===== config.mk =====
export PLATFORM = sky130hd
export DESIGN_NAME = mem_bus_arbiter
export DESIGN_NICKNAME = d
export VERILOG_FILES = /design/src/rtl/mem_bus_arbiter.sv
export SDC_FILE = /design/constraint.sdc
export NUM_CORES = 1
export LEC_CHECK = 0
export CORE_ASPECT_RATIO = 1.2
export CORE_MARGIN = 4
export CORE_UTILIZATION = 44
export DETAILED_ROUTE_END_ITERATION = 7
export HOLD_SLACK_MARGIN = 0.12
export MAX_ROUTING_LAYER = met4
export PLACE_DENSITY = 0.79
export SYNTH_ARGS = -nofsm -noshare
export SYNTH_HDL_FRONTEND = slang
export SYNTH_SLANG_ARGS = --single-unit

===== constraint.sdc =====
create_clock -name i_clk -period 1.9 [get_ports i_clk]
set_input_delay 0.38 -clock i_clk [delete_from_list [all_inputs] [get_ports i_clk]]
set_output_delay 0.38 -clock i_clk [all_outputs]
set_load 0.1 [all_outputs]

===== src/rtl/mem_bus_arbiter.sv =====
// mem_bus_arbiter
//   Shares one memory bus between two masters: master 0 is the CPU load/store
//   and fetch port, master 1 is a secondary requester such as DMA or debug.
//   Each master gets a one-entry pending slot. Grants alternate round-robin,
//   and only one transaction is on the bus at a time. The slave's completion
//   is routed back only to the master that owns the bus.
//
//   Optional feature: define MEM_BUS_ARB_TIMEOUT_EN to enable a WAIT timeout.
//   A transaction with no slave answer for TIMEOUT_CYCLES WAIT cycles is
//   aborted. The owner then gets a completion with data 0 and the err flag set.
//   Without the macro, WAIT holds indefinitely and o_m0_err / o_m1_err are 0.
//
//   Ports
//     i_clk, i_reset            clock, synchronous active-high reset
//     i_mX_bus_*, i_mX_bhw,     per-master request strobe and payload
//     i_mX_write_notread
//     o_mX_bus_data/_DV/_err    per-master read data, completion strobe, timeout flag
//     o_bus_*, o_bhw,           slave-side request
//     o_write_notread
//     i_bus_data, i_bus_DV      slave read data and completion strobe
//     o_owner, o_busy           current bus owner (valid while busy), busy flag
//
//   state  | meaning
//   IDLE   | no transaction; grant a pending slot if one is valid
//   ISSUE  | o_bus_DV high for one cycle
//   WAIT   | waiting for the slave completion strobe (or the timeout)

module mem_bus_arbiter #(
  parameter int unsigned TIMEOUT_CYCLES = 255
) (
  input  logic        i_clk,
  input  logic        i_reset,
  input  logic        i_m0_bus_DV,
  input  logic [31:0] i_m0_bus_address,
  input  logic [31:0] i_m0_bus_data,
  input  logic [2:0]  i_m0_bhw,
  input  logic        i_m0_write_notread,
  input  logic        i_m1_bus_DV,
  input  logic [31:0] i_m1_bus_address,
  input  logic [31:0] i_m1_bus_data,
  input  logic [2:0]  i_m1_bhw,
  input  logic        i_m1_write_notread,
  output logic [31:0] o_m0_bus_data,
  output logic        o_m0_bus_DV,
  output logic        o_m0_err,
  output logic [31:0] o_m1_bus_data,
  output logic        o_m1_bus_DV,
  output logic        o_m1_err,
  output logic [31:0] o_bus_address,
  output logic [31:0] o_bus_data,
  output logic [2:0]  o_bhw,
  output logic        o_write_notread,
  output logic        o_bus_DV,
  input  logic [31:0] i_bus_data,
  input  logic        i_bus_DV,
  output logic        o_owner,
  output logic        o_busy
);

  if (TIMEOUT_CYCLES < 1 || TIMEOUT_CYCLES > 65535) begin : g_bad_timeout
    $error("mem_bus_arbiter: TIMEOUT_CYCLES must be in 1..65535");
  end

  typedef enum logic [1:0] {
    ST_IDLE  = 2'd0,
    ST_ISSUE = 2'd1,
    ST_WAIT  = 2'd2
  } state_t;

  typedef struct packed {
    logic [31:0] addr;
    logic [31:0] data;
    logic [2:0]  bhw;
    logic        wnr;
  } req_t;

  state_t      state_q, state_d;
  logic        slot0_vld_q, slot0_vld_d;
  logic        slot1_vld_q, slot1_vld_d;
  req_t        slot0_q, slot0_d;
  req_t        slot1_q, slot1_d;
  req_t        txn_q, txn_d;
  logic        owner_q, owner_d;
  logic        last_q, last_d;
  logic [31:0] rdata0_q, rdata0_d;
  logic [31:0] rdata1_q, rdata1_d;
  logic        cmpl0_q, cmpl0_d;
  logic        cmpl1_q, cmpl1_d;
  logic        grant1;
  logic        act0, act1;

`ifdef MEM_BUS_ARB_TIMEOUT_EN
  localparam logic [15:0] TO_LAST = 16'(TIMEOUT_CYCLES - 1);
  logic [15:0] wait_cnt_q, wait_cnt_d;
  logic        err0_q, err0_d;
  logic        err1_q, err1_d;
`endif

  // A master owning an in-flight transaction may not queue another request.
  assign act0 = (state_q != ST_IDLE) && (owner_q == 1'b0);
  assign act1 = (state_q != ST_IDLE) && (owner_q == 1'b1);

  always_comb begin
    state_d     = state_q;
    slot0_vld_d = slot0_vld_q;
    slot1_vld_d = slot1_vld_q;
    slot0_d     = slot0_q;
    slot1_d     = slot1_q;
    txn_d       = txn_q;
    owner_d     = owner_q;
    last_d      = last_q;
    rdata0_d    = rdata0_q;
    rdata1_d    = rdata1_q;
    cmpl0_d     = 1'b0;
    cmpl1_d     = 1'b0;
    grant1      = 1'b0;
`ifdef MEM_BUS_ARB_TIMEOUT_EN
    wait_cnt_d  = wait_cnt_q;
    err0_d      = 1'b0;
    err1_d      = 1'b0;
`endif

    // A slot can only load while empty, and a grant only clears a full slot,
    // so the two updates below never collide.
    if (i_m0_bus_DV && !slot0_vld_q && !act0) begin
      slot0_vld_d = 1'b1;
      slot0_d     = '{addr: i_m0_bus_address, data: i_m0_bus_data,
                      bhw: i_m0_bhw, wnr: i_m0_write_notread};
    end
    if (i_m1_bus_DV && !slot1_vld_q && !act1) begin
      slot1_vld_d = 1'b1;
      slot1_d     = '{addr: i_m1_bus_address, data: i_m1_bus_data,
                      bhw: i_m1_bhw, wnr: i_m1_write_notread};
    end

    case (state_q)
      ST_IDLE: begin
        // Hold off the grant during a completion-strobe cycle. This keeps
        // at least two cycles between a completion and the next issue.
        if (!cmpl0_q && !cmpl1_q && (slot0_vld_q || slot1_vld_q)) begin
          grant1  = slot1_vld_q && (!slot0_vld_q || !last_q);
          owner_d = grant1;
          last_d  = grant1;
          if (grant1) begin
            txn_d       = slot1_q;
            slot1_vld_d = 1'b0;
          end else begin
            txn_d       = slot0_q;
            slot0_vld_d = 1'b0;
          end
          state_d = ST_ISSUE;
        end
      end
      ST_ISSUE: begin
`ifdef MEM_BUS_ARB_TIMEOUT_EN
        wait_cnt_d = 16'd0;
`endif
        state_d = ST_WAIT;
      end
      ST_WAIT: begin
`ifdef MEM_BUS_ARB_TIMEOUT_EN
        wait_cnt_d = wait_cnt_q + 16'd1;
`endif
        if (i_bus_DV) begin
          if (owner_q) begin
            rdata1_d = i_bus_data;
            cmpl1_d  = 1'b1;
          end else begin
            rdata0_d = i_bus_data;
            cmpl0_d  = 1'b1;
          end
          state_d = ST_IDLE;
        end
`ifdef MEM_BUS_ARB_TIMEOUT_EN
        else if (wait_cnt_q == TO_LAST) begin
          if (owner_q) begin
            rdata1_d = 32'h0;
            cmpl1_d  = 1'b1;
            err1_d   = 1'b1;
          end else begin
            rdata0_d = 32'h0;
            cmpl0_d  = 1'b1;
            err0_d   = 1'b1;
          end
          state_d = ST_IDLE;
        end
`endif
      end
      default: state_d = ST_IDLE;
    endcase
  end

  always_ff @(posedge i_clk) begin
    if (i_reset) begin
      state_q     <= ST_IDLE;
      slot0_vld_q <= 1'b0;
      slot1_vld_q <= 1'b0;
      slot0_q     <= '0;
      slot1_q     <= '0;
      txn_q       <= '0;
      owner_q     <= 1'b0;
      last_q      <= 1'b1;
      rdata0_q    <= 32'h0;
      rdata1_q    <= 32'h0;
      cmpl0_q     <= 1'b0;
      cmpl1_q     <= 1'b0;
`ifdef MEM_BUS_ARB_TIMEOUT_EN
      wait_cnt_q  <= 16'd0;
      err0_q      <= 1'b0;
      err1_q      <= 1'b0;
`endif
    end else begin
      state_q     <= state_d;
      slot0_vld_q <= slot0_vld_d;
      slot1_vld_q <= slot1_vld_d;
      slot0_q     <= slot0_d;
      slot1_q     <= slot1_d;
      txn_q       <= txn_d;
      owner_q     <= owner_d;
      last_q      <= last_d;
      rdata0_q    <= rdata0_d;
      rdata1_q    <= rdata1_d;
      cmpl0_q     <= cmpl0_d;
      cmpl1_q     <= cmpl1_d;
`ifdef MEM_BUS_ARB_TIMEOUT_EN
      wait_cnt_q  <= wait_cnt_d;
      err0_q      <= err0_d;
      err1_q      <= err1_d;
`endif
    end
  end

  assign o_bus_address   = txn_q.addr;
  assign o_bus_data      = txn_q.data;
  assign o_bhw           = txn_q.bhw;
  assign o_write_notread = txn_q.wnr;
  assign o_bus_DV        = (state_q == ST_ISSUE);
  assign o_busy          = (state_q != ST_IDLE);
  assign o_owner         = owner_q;
  assign o_m0_bus_data   = rdata0_q;
  assign o_m1_bus_data   = rdata1_q;
  assign o_m0_bus_DV     = cmpl0_q;
  assign o_m1_bus_DV     = cmpl1_q;
`ifdef MEM_BUS_ARB_TIMEOUT_EN
  assign o_m0_err        = err0_q;
  assign o_m1_err        = err1_q;
`else
  assign o_m0_err        = 1'b0;
  assign o_m1_err        = 1'b0;
`endif

endmodule


==> reports/metrics.yaml, run 1 <==
critical-path-max-stage-delay_ns: 0.56
clock_latency_ns: 0.53
yosysSeqAreaShare: 0.464
via_per_inst: 5.40
synthTopCellsByArea: "dfxtp_1 46%, or3b_2 8.2%, o21ai_0 7.7%"
synth_edf_count: 0
drt-total-wl_um: 35400
synth-seq-cells: 276
hold_violations: 0
die_y_um: 188
crit_type: "flop to flop"
fillCellCount: 2299
fin_hold_ws_ns: 0.304
register_area_sq_um: 5540
nets: 1809
cts_inserted_buffers: 28
grt_antenna_before_repair: 2
max_slew_margin: 0.426
cp-start-kind: "flop"
drive_gt1_frac: 0.212
dieArea_sq_um: 29700
cp_data_required_time_ns: 2.35
synthCells: 1402
start_util: 0.449
vias: 10800
synth_top_area_cell: "dfxtp_1"
status: "complete, no violations"
clkSinkCount: 276
cts_tree: "done"
synth.cell_area_sq_um: 11900
drt-initial-drc-count: 750
ys.flop_type: "dfxtp_1"
path_max_fanout: 32
grt_overflow_total: 0
period_share: 0.965
finalInstanceArea_sq_um: 16200
powerDensity_nw_per_um2: 987
fin_worst_skew_ns: 0.0168
tns_ns: 0
fmax_ghz: 0.545
worstPathCellList: "or4_4, or3_4, buf_12, o221ai_1"
cp.arrival_ns: 2.28
cts.path.max_buffers: 3
ioPinCount: 312
worst_pin_slew_ns: 0.861
fin_util: 0.609
die_w_um: 158
portBuffers: 309
antenna_left: 0
grt_util_all_layers: 0.231
p_leak_nw: 5.89
drv_cap: 0
drc: 0
clockRootBuffer: "clkbuf_16"
finalSetupViolations: 0
syn_to_final_growth_pct: 35.8
clkTransAtPathRegs_ns: 0.06
multi_input_area_sq_um: 5640
dp_cells: 1940
async_flop_share: 0
critPathSlowestCell: "or4_4"
hold_buffers: 0
dr.pass1.iters: 5
fin_crit_ns: 1.83
fin_cells: 1991
synth_top_area_share: 0.464
rsz0062_at_grt: "no"
core_sq_um: 26500
gp_congestion: 0.845
rows: 65
wl_per_cell_um: 17.8
slew_viol_final: 0
grt_pass1_wl_um: 55200
place_area_sq_um: 15200
synth_warnings: 0
ctsHtreeMaxLevel: 1
post-cts-setup-buffers: 0
grt_pass1_vias: 10600
grt_max_degree: 140
critPathCaptureType: "flop"
ir_drop_mv: 0.689
min_path_type: "input pin to flop"
synth.distinct_cells: 37
avgSynthCellArea_sq_um: 8.49
hpwl_um: 22700
-- per-stage QoR --
stage / setup WS (ns) / total power, mW
2_1_floorplan: -0.0838 / 9.38
3_3_place_gp: -0.0465 / 10.7
3_5_place_dp: -0.0998 / 10.8
4_1_cts: 0.00414 / 16.1
5_1_grt: 0.00904 / 16.6
6_report: 0.0659 / 15.9
-- registers in the layout (all words and copies together), names as in the netlist, 2 cells and up --
register       count
slot1_q           68
o_bus_address     32
o_bus_data        32
o_m1_bus_data     32
slot0_q           68
o_bhw              3
o_m0_bus_data     32
state_q            2
-- what timing repair did --
item | in CTS | in global routing
setup endpoints to repair | 69 | 1
resized for setup | 7 | 1
pin swaps | 1 | 0
gates cloned | 1 | 0
endpoints found under the hold margin | 0 | 0
-- worst paths after layout --
kind / startpoint / to / slack, ns / cells past startpoint
hold / removal: i_reset / slot1_q[0] / 0.30 / 3
setup / recovery: state_q[1] / o_bus_data[31] / 0.07 / 4
setup reg to reg: state_q[1] / o_bus_data[31] / 0.07 / 4
hold reg to reg: o_m1_bus_data[15] / o_m1_bus_data[15] / 0.45 / 2
-- final cells by class --
| cell class | count | area share |
|---|---|---|
| Tap cell | 335 | 0.0259 |
| Sequential cell | 276 | 0.343 |
| Clock buffer | 43 | 0.0525 |
| Antenna cell | 2 | 0.000310 |
| Clock inverter | 5 | 0.00155 |
| Inverter | 69 | 0.0160 |
| Timing Repair Buffer | 351 | 0.212 |
| Multi-Input combinational cell | 910 | 0.349 |
-- synthesized netlist by cell type, types with 2 or more instances --
library cell	count
dfxtp_1	276
o21ai_0	182
a21oi_1	180
clkbuf_1	136
nand2_1	128
or3b_2	112
nand2b_1	75
inv_1	69
nor2b_1	69
o221ai_1	67
nand3b_1	44
mux2i_1	24
nor2_1	8
buf_2	5
buf_6	3
buf_1	2
buf_4	2
-- critical path: cells and delay by family, from the launching register on --
kind            cells  cell delay [ns]
simple gates        2             1.01
flops               1             0.32
buf+inv             1             0.20
compound gates      1             0.20
-- logic make-up after synthesis --
family | Yosys count | synth area share
other | 1 | 0.000315
and+or+nand+nor | 447 | 0.236
buffers and inverters | 217 | 0.0715
AOI/OAI and AO/OA | 437 | 0.208
DFF | 276 | 0.464
muxes | 24 | 0.0202
-- where the power goes --
part	total [mW]	internal [mW]	switching, mW
logic	4.22	1.46	2.76
registers	6.47	6.24	0.233
clock network	5.26	3.04	2.21
-- cells in the final DEF (no fill, tap or decap), types with 2 or more instances in the layout --
cell type / synthesis / layout
nand3b_1: 44 / 44
nor2b_1: 69 / 68
dfxtp_1: 276 / 273
nor2_1: 8 / 7
o21ai_0: 182 / 182
o221ai_1: 67 / 67
nand2_1: 128 / 128
buf_8: 0 / 2
diode_2: 0 / 2
inv_1: 69 / 69
or3b_2: 112 / 102
nor2_4: 0 / 2
a21oi_1: 180 / 180
or3b_4: 0 / 10
clkbuf_16: 0 / 29
clkinv_2: 0 / 5
buf_4: 2 / 150
clkbuf_8: 0 / 7
clkbuf_1: 136 / 7
nand2b_1: 75 / 73
buf_12: 0 / 26
clkdlybuf4s50_1: 0 / 171
conb_1: 1 / 2
mux2i_1: 24 / 24
dfxtp_4: 0 / 3
-- layer usage --
layer	vias to the layer above	global-route usage	wire, um
li1	5279	-	-
met1	5080	0.286	14600
met2	339	0.374	17300
met3	61	0.0476	2460
met4	0	0.0784	1060
met5	-	-	0
Note: power is estimated with default switching activity, not from simulation.
==> inputs of run 2 (changes only) <==
--- a/config.mk
+++ b/config.mk
@@ -12,6 +12,7 @@
 export HOLD_SLACK_MARGIN = 0.12
 export MAX_ROUTING_LAYER = met4
 export PLACE_DENSITY = 0.79
+export SLEW_MARGIN = 20
 export SYNTH_ARGS = -nofsm -noshare
 export SYNTH_HDL_FRONTEND = slang
 export SYNTH_SLANG_ARGS = --single-unit
==> results of run 2 <==
Same layout as run 1: the final DEF is identical, and so are final timing and power.
